==> src/rtl/exc_sequencer_pkg.sv <==
// Shared definitions for the exception sequencer: MIPS ExcCode values, the
// exception vector and the sequencer state encoding.
package exc_sequencer_pkg;

  localparam logic [4:0] ExcInt  = 5'd0;
  localparam logic [4:0] ExcAdel = 5'd4;
  localparam logic [4:0] ExcAdes = 5'd5;
  localparam logic [4:0] ExcSys  = 5'd8;
  localparam logic [4:0] ExcBp   = 5'd9;
  localparam logic [4:0] ExcRi   = 5'd10;
  localparam logic [4:0] ExcOv   = 5'd12;

  localparam logic [31:0] ExcVector = 32'hBFC0_0380;

  typedef enum logic [1:0] {
    StIdle    = 2'd0,
    StWaitBus = 2'd1,
    StCommit  = 2'd2
  } exc_state_e;

endpackage

==> src/rtl/exc_prio.sv <==
// Combinational exception resolution for the MEM-stage instruction.
// Inputs : instruction valid, interrupt sources/masks, per-cause flags, faulting addresses.
// Outputs: exc_o (some exception or interrupt taken), excode_o of the winner,
//          badva_o / badva_we_o for address-error causes.
module exc_prio
  import exc_sequencer_pkg::*;
(
  input  logic        valid_i,
  input  logic [5:0]  ext_int_i,
  input  logic [1:0]  sw_ip_i,
  input  logic [7:0]  im_i,
  input  logic        ie_i,
  input  logic        exl_i,
  input  logic        inst_adel_i,
  input  logic        ri_i,
  input  logic        ov_i,
  input  logic        sys_i,
  input  logic        bp_i,
  input  logic        data_adel_i,
  input  logic        data_ades_i,
  input  logic [31:0] inst_badva_i,
  input  logic [31:0] data_badva_i,
  output logic        exc_o,
  output logic [4:0]  excode_o,
  output logic [31:0] badva_o,
  output logic        badva_we_o
);

  logic int_pending;

  assign int_pending = valid_i & ie_i & ~exl_i & (|({ext_int_i, sw_ip_i} & im_i));

  // Priority chain, highest first.
  always_comb begin
    exc_o      = 1'b1;
    excode_o   = ExcInt;
    badva_o    = 32'h0;
    badva_we_o = 1'b0;
    if (int_pending) begin
      excode_o = ExcInt;
    end else if (inst_adel_i) begin
      excode_o   = ExcAdel;
      badva_o    = inst_badva_i;
      badva_we_o = 1'b1;
    end else if (ri_i) begin
      excode_o = ExcRi;
    end else if (ov_i) begin
      excode_o = ExcOv;
    end else if (sys_i) begin
      excode_o = ExcSys;
    end else if (bp_i) begin
      excode_o = ExcBp;
    end else if (data_adel_i) begin
      excode_o   = ExcAdel;
      badva_o    = data_badva_i;
      badva_we_o = 1'b1;
    end else if (data_ades_i) begin
      excode_o   = ExcAdes;
      badva_o    = data_badva_i;
      badva_we_o = 1'b1;
    end else begin
      exc_o = 1'b0;
    end
  end

endmodule

==> src/rtl/exc_sequencer.sv <==
// Exception / ERET sequencer at the MEM commit point.
// Detects an event, stalls the pipe, waits for any outstanding data-bus
// transaction, then spends one COMMIT cycle flushing, redirecting fetch and
// writing CP0 (exception) or clearing EXL (ERET).
// Inputs : MEM-stage instruction info and flags, interrupt lines, CP0 state,
//          data_req_pending.
// Outputs: stall, flush, redirect_valid/pc, CP0 write strobes and values.
module exc_sequencer
  import exc_sequencer_pkg::*;
(
  input  logic        clk,
  input  logic        resetn,
  input  logic        mem_valid,
  input  logic [31:0] mem_pc,
  input  logic        mem_bd,
  input  logic        mem_inst_adel,
  input  logic        mem_ri,
  input  logic        mem_ov,
  input  logic        mem_sys,
  input  logic        mem_bp,
  input  logic        mem_data_adel,
  input  logic        mem_data_ades,
  input  logic [31:0] mem_inst_badva,
  input  logic [31:0] mem_data_badva,
  input  logic        mem_eret,
  input  logic [5:0]  ext_int,
  input  logic [1:0]  cp0_sw_ip,
  input  logic [7:0]  cp0_im,
  input  logic        cp0_ie,
  input  logic        cp0_exl,
  input  logic [31:0] cp0_epc,
  input  logic        data_req_pending,
  output logic        stall,
  output logic        flush,
  output logic        redirect_valid,
  output logic [31:0] redirect_pc,
  output logic        cp0_exc_we,
  output logic        cp0_eret,
  output logic [4:0]  cp0_excode,
  output logic [31:0] cp0_epc_wr,
  output logic        cp0_bd,
  output logic [31:0] cp0_badva,
  output logic        cp0_badva_we
);

  exc_state_e  state_q, state_d;
  logic [4:0]  excode_q, excode_d;
  logic [31:0] epc_q, epc_d;
  logic        bd_q, bd_d;
  logic [31:0] badva_q, badva_d;
  logic        badva_we_q, badva_we_d;
  logic        is_exc_q, is_exc_d;
  logic [31:0] target_q, target_d;

  logic        prio_exc;
  logic [4:0]  prio_excode;
  logic [31:0] prio_badva;
  logic        prio_badva_we;
  logic        evt;
  logic        capture;

  exc_prio u_exc_prio (
    .valid_i      (mem_valid),
    .ext_int_i    (ext_int),
    .sw_ip_i      (cp0_sw_ip),
    .im_i         (cp0_im),
    .ie_i         (cp0_ie),
    .exl_i        (cp0_exl),
    .inst_adel_i  (mem_inst_adel),
    .ri_i         (mem_ri),
    .ov_i         (mem_ov),
    .sys_i        (mem_sys),
    .bp_i         (mem_bp),
    .data_adel_i  (mem_data_adel),
    .data_ades_i  (mem_data_ades),
    .inst_badva_i (mem_inst_badva),
    .data_badva_i (mem_data_badva),
    .exc_o        (prio_exc),
    .excode_o     (prio_excode),
    .badva_o      (prio_badva),
    .badva_we_o   (prio_badva_we)
  );

  // Gated by resetn so an event during reset cannot raise stall.
  assign evt = resetn & mem_valid & (prio_exc | mem_eret);

  always_comb begin
    state_d        = state_q;
    capture        = 1'b0;
    stall          = 1'b0;
    flush          = 1'b0;
    redirect_valid = 1'b0;
    cp0_exc_we     = 1'b0;
    cp0_eret       = 1'b0;
    unique case (state_q)
      StIdle: begin
        if (evt) begin
          stall   = 1'b1;
          capture = 1'b1;
          state_d = data_req_pending ? StWaitBus : StCommit;
        end
      end
      StWaitBus: begin
        stall = 1'b1;
        if (!data_req_pending) state_d = StCommit;
      end
      StCommit: begin
        flush          = 1'b1;
        redirect_valid = 1'b1;
        cp0_exc_we     = is_exc_q;
        cp0_eret       = ~is_exc_q;
        state_d        = StIdle;
      end
      default: state_d = StIdle;
    endcase
  end

  // Exceptions outrank ERET on the same instruction.
  always_comb begin
    excode_d   = excode_q;
    epc_d      = epc_q;
    bd_d       = bd_q;
    badva_d    = badva_q;
    badva_we_d = badva_we_q;
    is_exc_d   = is_exc_q;
    target_d   = target_q;
    if (capture) begin
      excode_d   = prio_excode;
      epc_d      = mem_bd ? (mem_pc - 32'd4) : mem_pc;
      bd_d       = mem_bd;
      badva_d    = prio_badva;
      badva_we_d = prio_badva_we;
      is_exc_d   = prio_exc;
      target_d   = prio_exc ? ExcVector : cp0_epc;
    end
  end

  always_ff @(posedge clk or negedge resetn) begin
    if (!resetn) begin
      state_q    <= StIdle;
      excode_q   <= 5'd0;
      epc_q      <= 32'h0;
      bd_q       <= 1'b0;
      badva_q    <= 32'h0;
      badva_we_q <= 1'b0;
      is_exc_q   <= 1'b0;
      target_q   <= 32'h0;
    end else begin
      state_q    <= state_d;
      excode_q   <= excode_d;
      epc_q      <= epc_d;
      bd_q       <= bd_d;
      badva_q    <= badva_d;
      badva_we_q <= badva_we_d;
      is_exc_q   <= is_exc_d;
      target_q   <= target_d;
    end
  end

  assign redirect_pc  = target_q;
  assign cp0_excode   = excode_q;
  assign cp0_epc_wr   = epc_q;
  assign cp0_bd       = bd_q;
  assign cp0_badva    = badva_q;
  assign cp0_badva_we = (state_q == StCommit) & badva_we_q;

endmodule

==> config.mk <==
export PLATFORM = sky130hd
export DESIGN_NAME = exc_sequencer
export DESIGN_NICKNAME = d
export VERILOG_FILES = /design/src/rtl/exc_sequencer_pkg.sv /design/src/rtl/exc_prio.sv /design/src/rtl/exc_sequencer.sv
export SDC_FILE = /design/constraint.sdc
export NUM_CORES = 1
export LEC_CHECK = 0
export BUFFER_PORTS_ARGS = -buffer_cell sky130_fd_sc_hd__buf_2
export CAP_MARGIN = 20
export CORE_AREA = 3 3 109 111
export DETAILED_ROUTE_END_ITERATION = 16
export DIE_AREA = 0 0 112 114
export PLACE_DENSITY = 0.79
export SYNTH_ARGS = -nofsm -noshare
export SYNTH_HDL_FRONTEND = slang
export SYNTH_SLANG_ARGS = --single-unit
==> constraint.sdc <==
create_clock -name clk -period 2.67 [get_ports clk]
set_input_delay 0.267 -clock clk [delete_from_list [all_inputs] [get_ports clk]]
set_output_delay 0.267 -clock clk [all_outputs]
set_load 0.05 [all_outputs]
==> flow_summary_export.csv <==
group,metric,value,unit
routing,route.detailed.drc,0,
yosys,seq_area_frac_synth,0.533,
layout,diodes,0,
sta,tightest_slew,692,ps
worst_setup_path,critPathSlowestCell,"or4_4",
yosys,synthTopCellsByCount,"105 x dfrtp_1, 36 x a22oi_1, 34 x o2bb2ai_1",
routing,wl,13700,um
worst_setup_path,timing.rr.start,"state_q[1]$_DFFE_PN0P_",
global_route,grt_pass1_wl,21800,um
yosys,ys.flop_type,"dfrtp_1",
clocking,htreeDepth,3,
worst_setup_path,worstSetupPathType,"input port to output port",
routing,vias,4366,
worst_setup_path,r2r_end,"cp0_epc_wr[3]$_DFFE_PN0P_",
worst_setup_path,critPathArrivalTime,2210,ps
sta,slew_headroom,0.539,
floorplanning,floorplan.initialDensity,0.453,
yosys,post-synth-top-area-fraction,0.533,
clocking,cts_tree,"built",
pwr,p_leak,0.00326,uW
clocking,path_clk_slew,100,ps
clocking,cts_hold_buf,0,
worst_setup_path,required,2400,ps
placed_design,hpwl,10600,um
clocking,cts_resized,0,
placed_design,gp_congestion,0.890,
global_route,grt_max_degree,58,
floorplanning,chipHeight,114,um
yosys,synth-seq-cells,105,
worst_setup_path,crit_buf_inv,2,
clocking,root_buffer,"clkbuf_8",
yosys,ys_types,44,
run,drv_cap,0,
worst_hold_path,min_path_type,"input port to async pin",
worst_setup_path,reg2reg_depth,5,
global_route,grt.total_usage,0.213,
placed_design,dp.cells,783,
pwr,p_per_area,666,nW/um^2
layout,fin_nets,814,
pwr,ir_drop,0.000472,V
global_route,antenna_found_initial,0,
yosys,synthArstFlopShare,1.00,
floorplanning,ios,267,
worst_setup_path,crit_chain,"buf_2, or4_4, or4_1, o21bai_1, a31oi_1, nor2_1, buf_2",
global_route,grt_pass1_vias,4405,
sta,period_share,0.929,
routing,antenna_left,0,
routing,drt-wirelength-per-cell,17.1,um
yosys,yosysTopAreaCell,"dfrtp_1",
outcome,run_status,"finished clean",
yosys,synth_fp_nets,559,
sta,clock_skew,8.74,ps
sta,finalHoldViolCount,0,
sta,fmax,403,MHz
layout,layout-drive-gt1-share,0.507,
layout,register_area,2630,um^2
layout,multi_input_area,2140,um^2
worst_setup_path,cp-end-kind,"output port",
worst_setup_path,cp_top_family,"simple AND/OR/NAND/NOR gates",
floorplanning,design.core.area,10900,um^2
sta,setup_tns,0,ps
worst_setup_path,start_kind,"input port",
floorplanning,die_x,112,um
yosys,ys_top_cells_by_area,"dfrtp_1 53%, mux2_4 8.5%, o2bb2ai_1 6.0%, a22oi_1 5.5%, xor2_1 4.3%",
sta,setup_viol,0,
routing,viasPerCell,5.46,
placed_design,port_buffers,265,
worst_setup_path,r2r_setup_slack,920,ps
clocking,cts_sinks,105,
sta,rsz0062_at_grt,"no",
yosys,synth.most_common_cell,"dfrtp_1",
worst_setup_path,crit_path_max_fanout,5,
sta,period_minus_slack,2480,ps
layout,fin_cells,799,
routing,drt_iter0_markers,193,
floorplanning,dieArea,12800,um^2
yosys,synth-edff-count,0,
worst_setup_path,path_common_cell,"buf_2",
yosys,syn_area,4930,um^2
clocking,postCtsSetupBuffers,0,
yosys,syn_avg_cell_area,12.3,um^2
yosys,ys_warn_count,0,
worst_setup_path,slowest_delay,570,ps
placed_design,dpl_cell_area,6400,um^2
layout,syn_to_final_growth,33.5,%
routing,drtPass1Iterations,7,
clocking,clk-insertion-delay-late,380,ps
sta,report.final.slew_viol_count,0,
clocking,cts_buffers,9,
global_route,grt-ovfl-total,0,
yosys,synthCells,399,
clocking,clockBufferDepth,2,
layout,fill_cells,898,
floorplanning,fp-row-count,38,
layout,design_area,6580,um^2
## cell families after synthesis
group | count (synthesis) | synth area share
AOI/OAI and AO/OA | 121 | 0.198
xor gates and xnor gates | 26 | 0.0462
adders and majority gates | 1 | 0.00254
buffers and inverters | 35 | 0.0363
DFF | 105 | 0.533
muxes | 33 | 0.0967
other | 1 | 0.000761
and+or+nand+nor | 77 | 0.0866
## layout by cell type, fill, tap and decap left out, types with 2 or more instances in the layout
cell type	instances
or4_1	4
o22a_1	12
o2bb2ai_1	34
mux2_4	28
inv_1	3
mux2_2	5
inv_6	3
a22o_1	22
nand2_1	7
or2_2	4
nor4_1	13
or3_1	8
a22oi_1	36
clkbuf_8	9
xnor2_1	2
clkinvlp_4	3
xor2_1	24
a21oi_1	3
buf_12	3
nor2b_1	2
nor2_1	16
and2_1	2
dfrtp_1	105
buf_2	264
buf_4	9
o21ai_0	5
nor3_1	12
## cell type report
| class | instances | share of cell area |
|---|---|---|
| Inverter | 3 | 0.00171 |
| Tap cell | 140 | 0.0266 |
| Sequential cell | 105 | 0.399 |
| Clock buffer | 9 | 0.0188 |
| Clock inverter | 7 | 0.00818 |
| Multi-Input combinational cell | 259 | 0.325 |
| Timing Repair Buffer | 276 | 0.220 |
## sequential cells by signal (all words and copies together) (netlist names)
name,count
cp0_badva,32
cp0_epc_wr,32
redirect_pc,32
cp0_excode,4
state_q,2
badva_we_q,1
cp0_bd,1
is_exc_q,1
## per-stage QoR
| stage | total power (uW) | hold slack [ps] | utilization | setup slack [ps] |
|---|---|---|---|---|
| 3_5_place_dp | 3510 | 443 | 0.588 | 158 |
| 2_1_floorplan | 3030 | -28.6 | - | 372 |
| 3_3_place_gp | 3490 | 430 | 0.588 | 178 |
| 4_1_cts | 4440 | 8.73 | 0.604 | 210 |
| 6_report | 4380 | 3.21 | 0.604 | 189 |
| 5_1_grt | 4580 | 31.0 | 0.604 | 136 |
## worst max path at each step
stage / from / end / cells after the start
finish: mem_ri / stall / 7
global route: mem_ri / stall / 7
global placement: mem_ri / cp0_epc_wr[31]$_DFFE_PN0P_ / 7
floorplan: mem_ri / stall / 6
detailed placement: mem_ri / cp0_epc_wr[19]$_DFFE_PN0P_ / 7
CTS: mem_ri / stall / 7
## power breakdown
group | internal [uW] | switching [uW] | leakage (uW) | total [uW]
logic | 485 | 1070 | 0.00189 | 1560
clock network | 347 | 563 | 0.0000827 | 910
registers | 1790 | 119 | 0.00130 | 1910
total | 2630 | 1760 | 0.00326 | 4380
## routing by layer
| metal | track usage | vias to the layer above | wire length (um) |
|---|---|---|---|
| li1 | - | 2027 | - |
| met1 | 0.258 | 2101 | 5340 |
| met2 | 0.360 | 199 | 6880 |
| met3 | 0.0594 | 39 | 983 |
| met4 | 0.0873 | 0 | 475 |
| met5 | 0 | - | 0 |
Note: power is estimated with default switching activity, not from simulation.
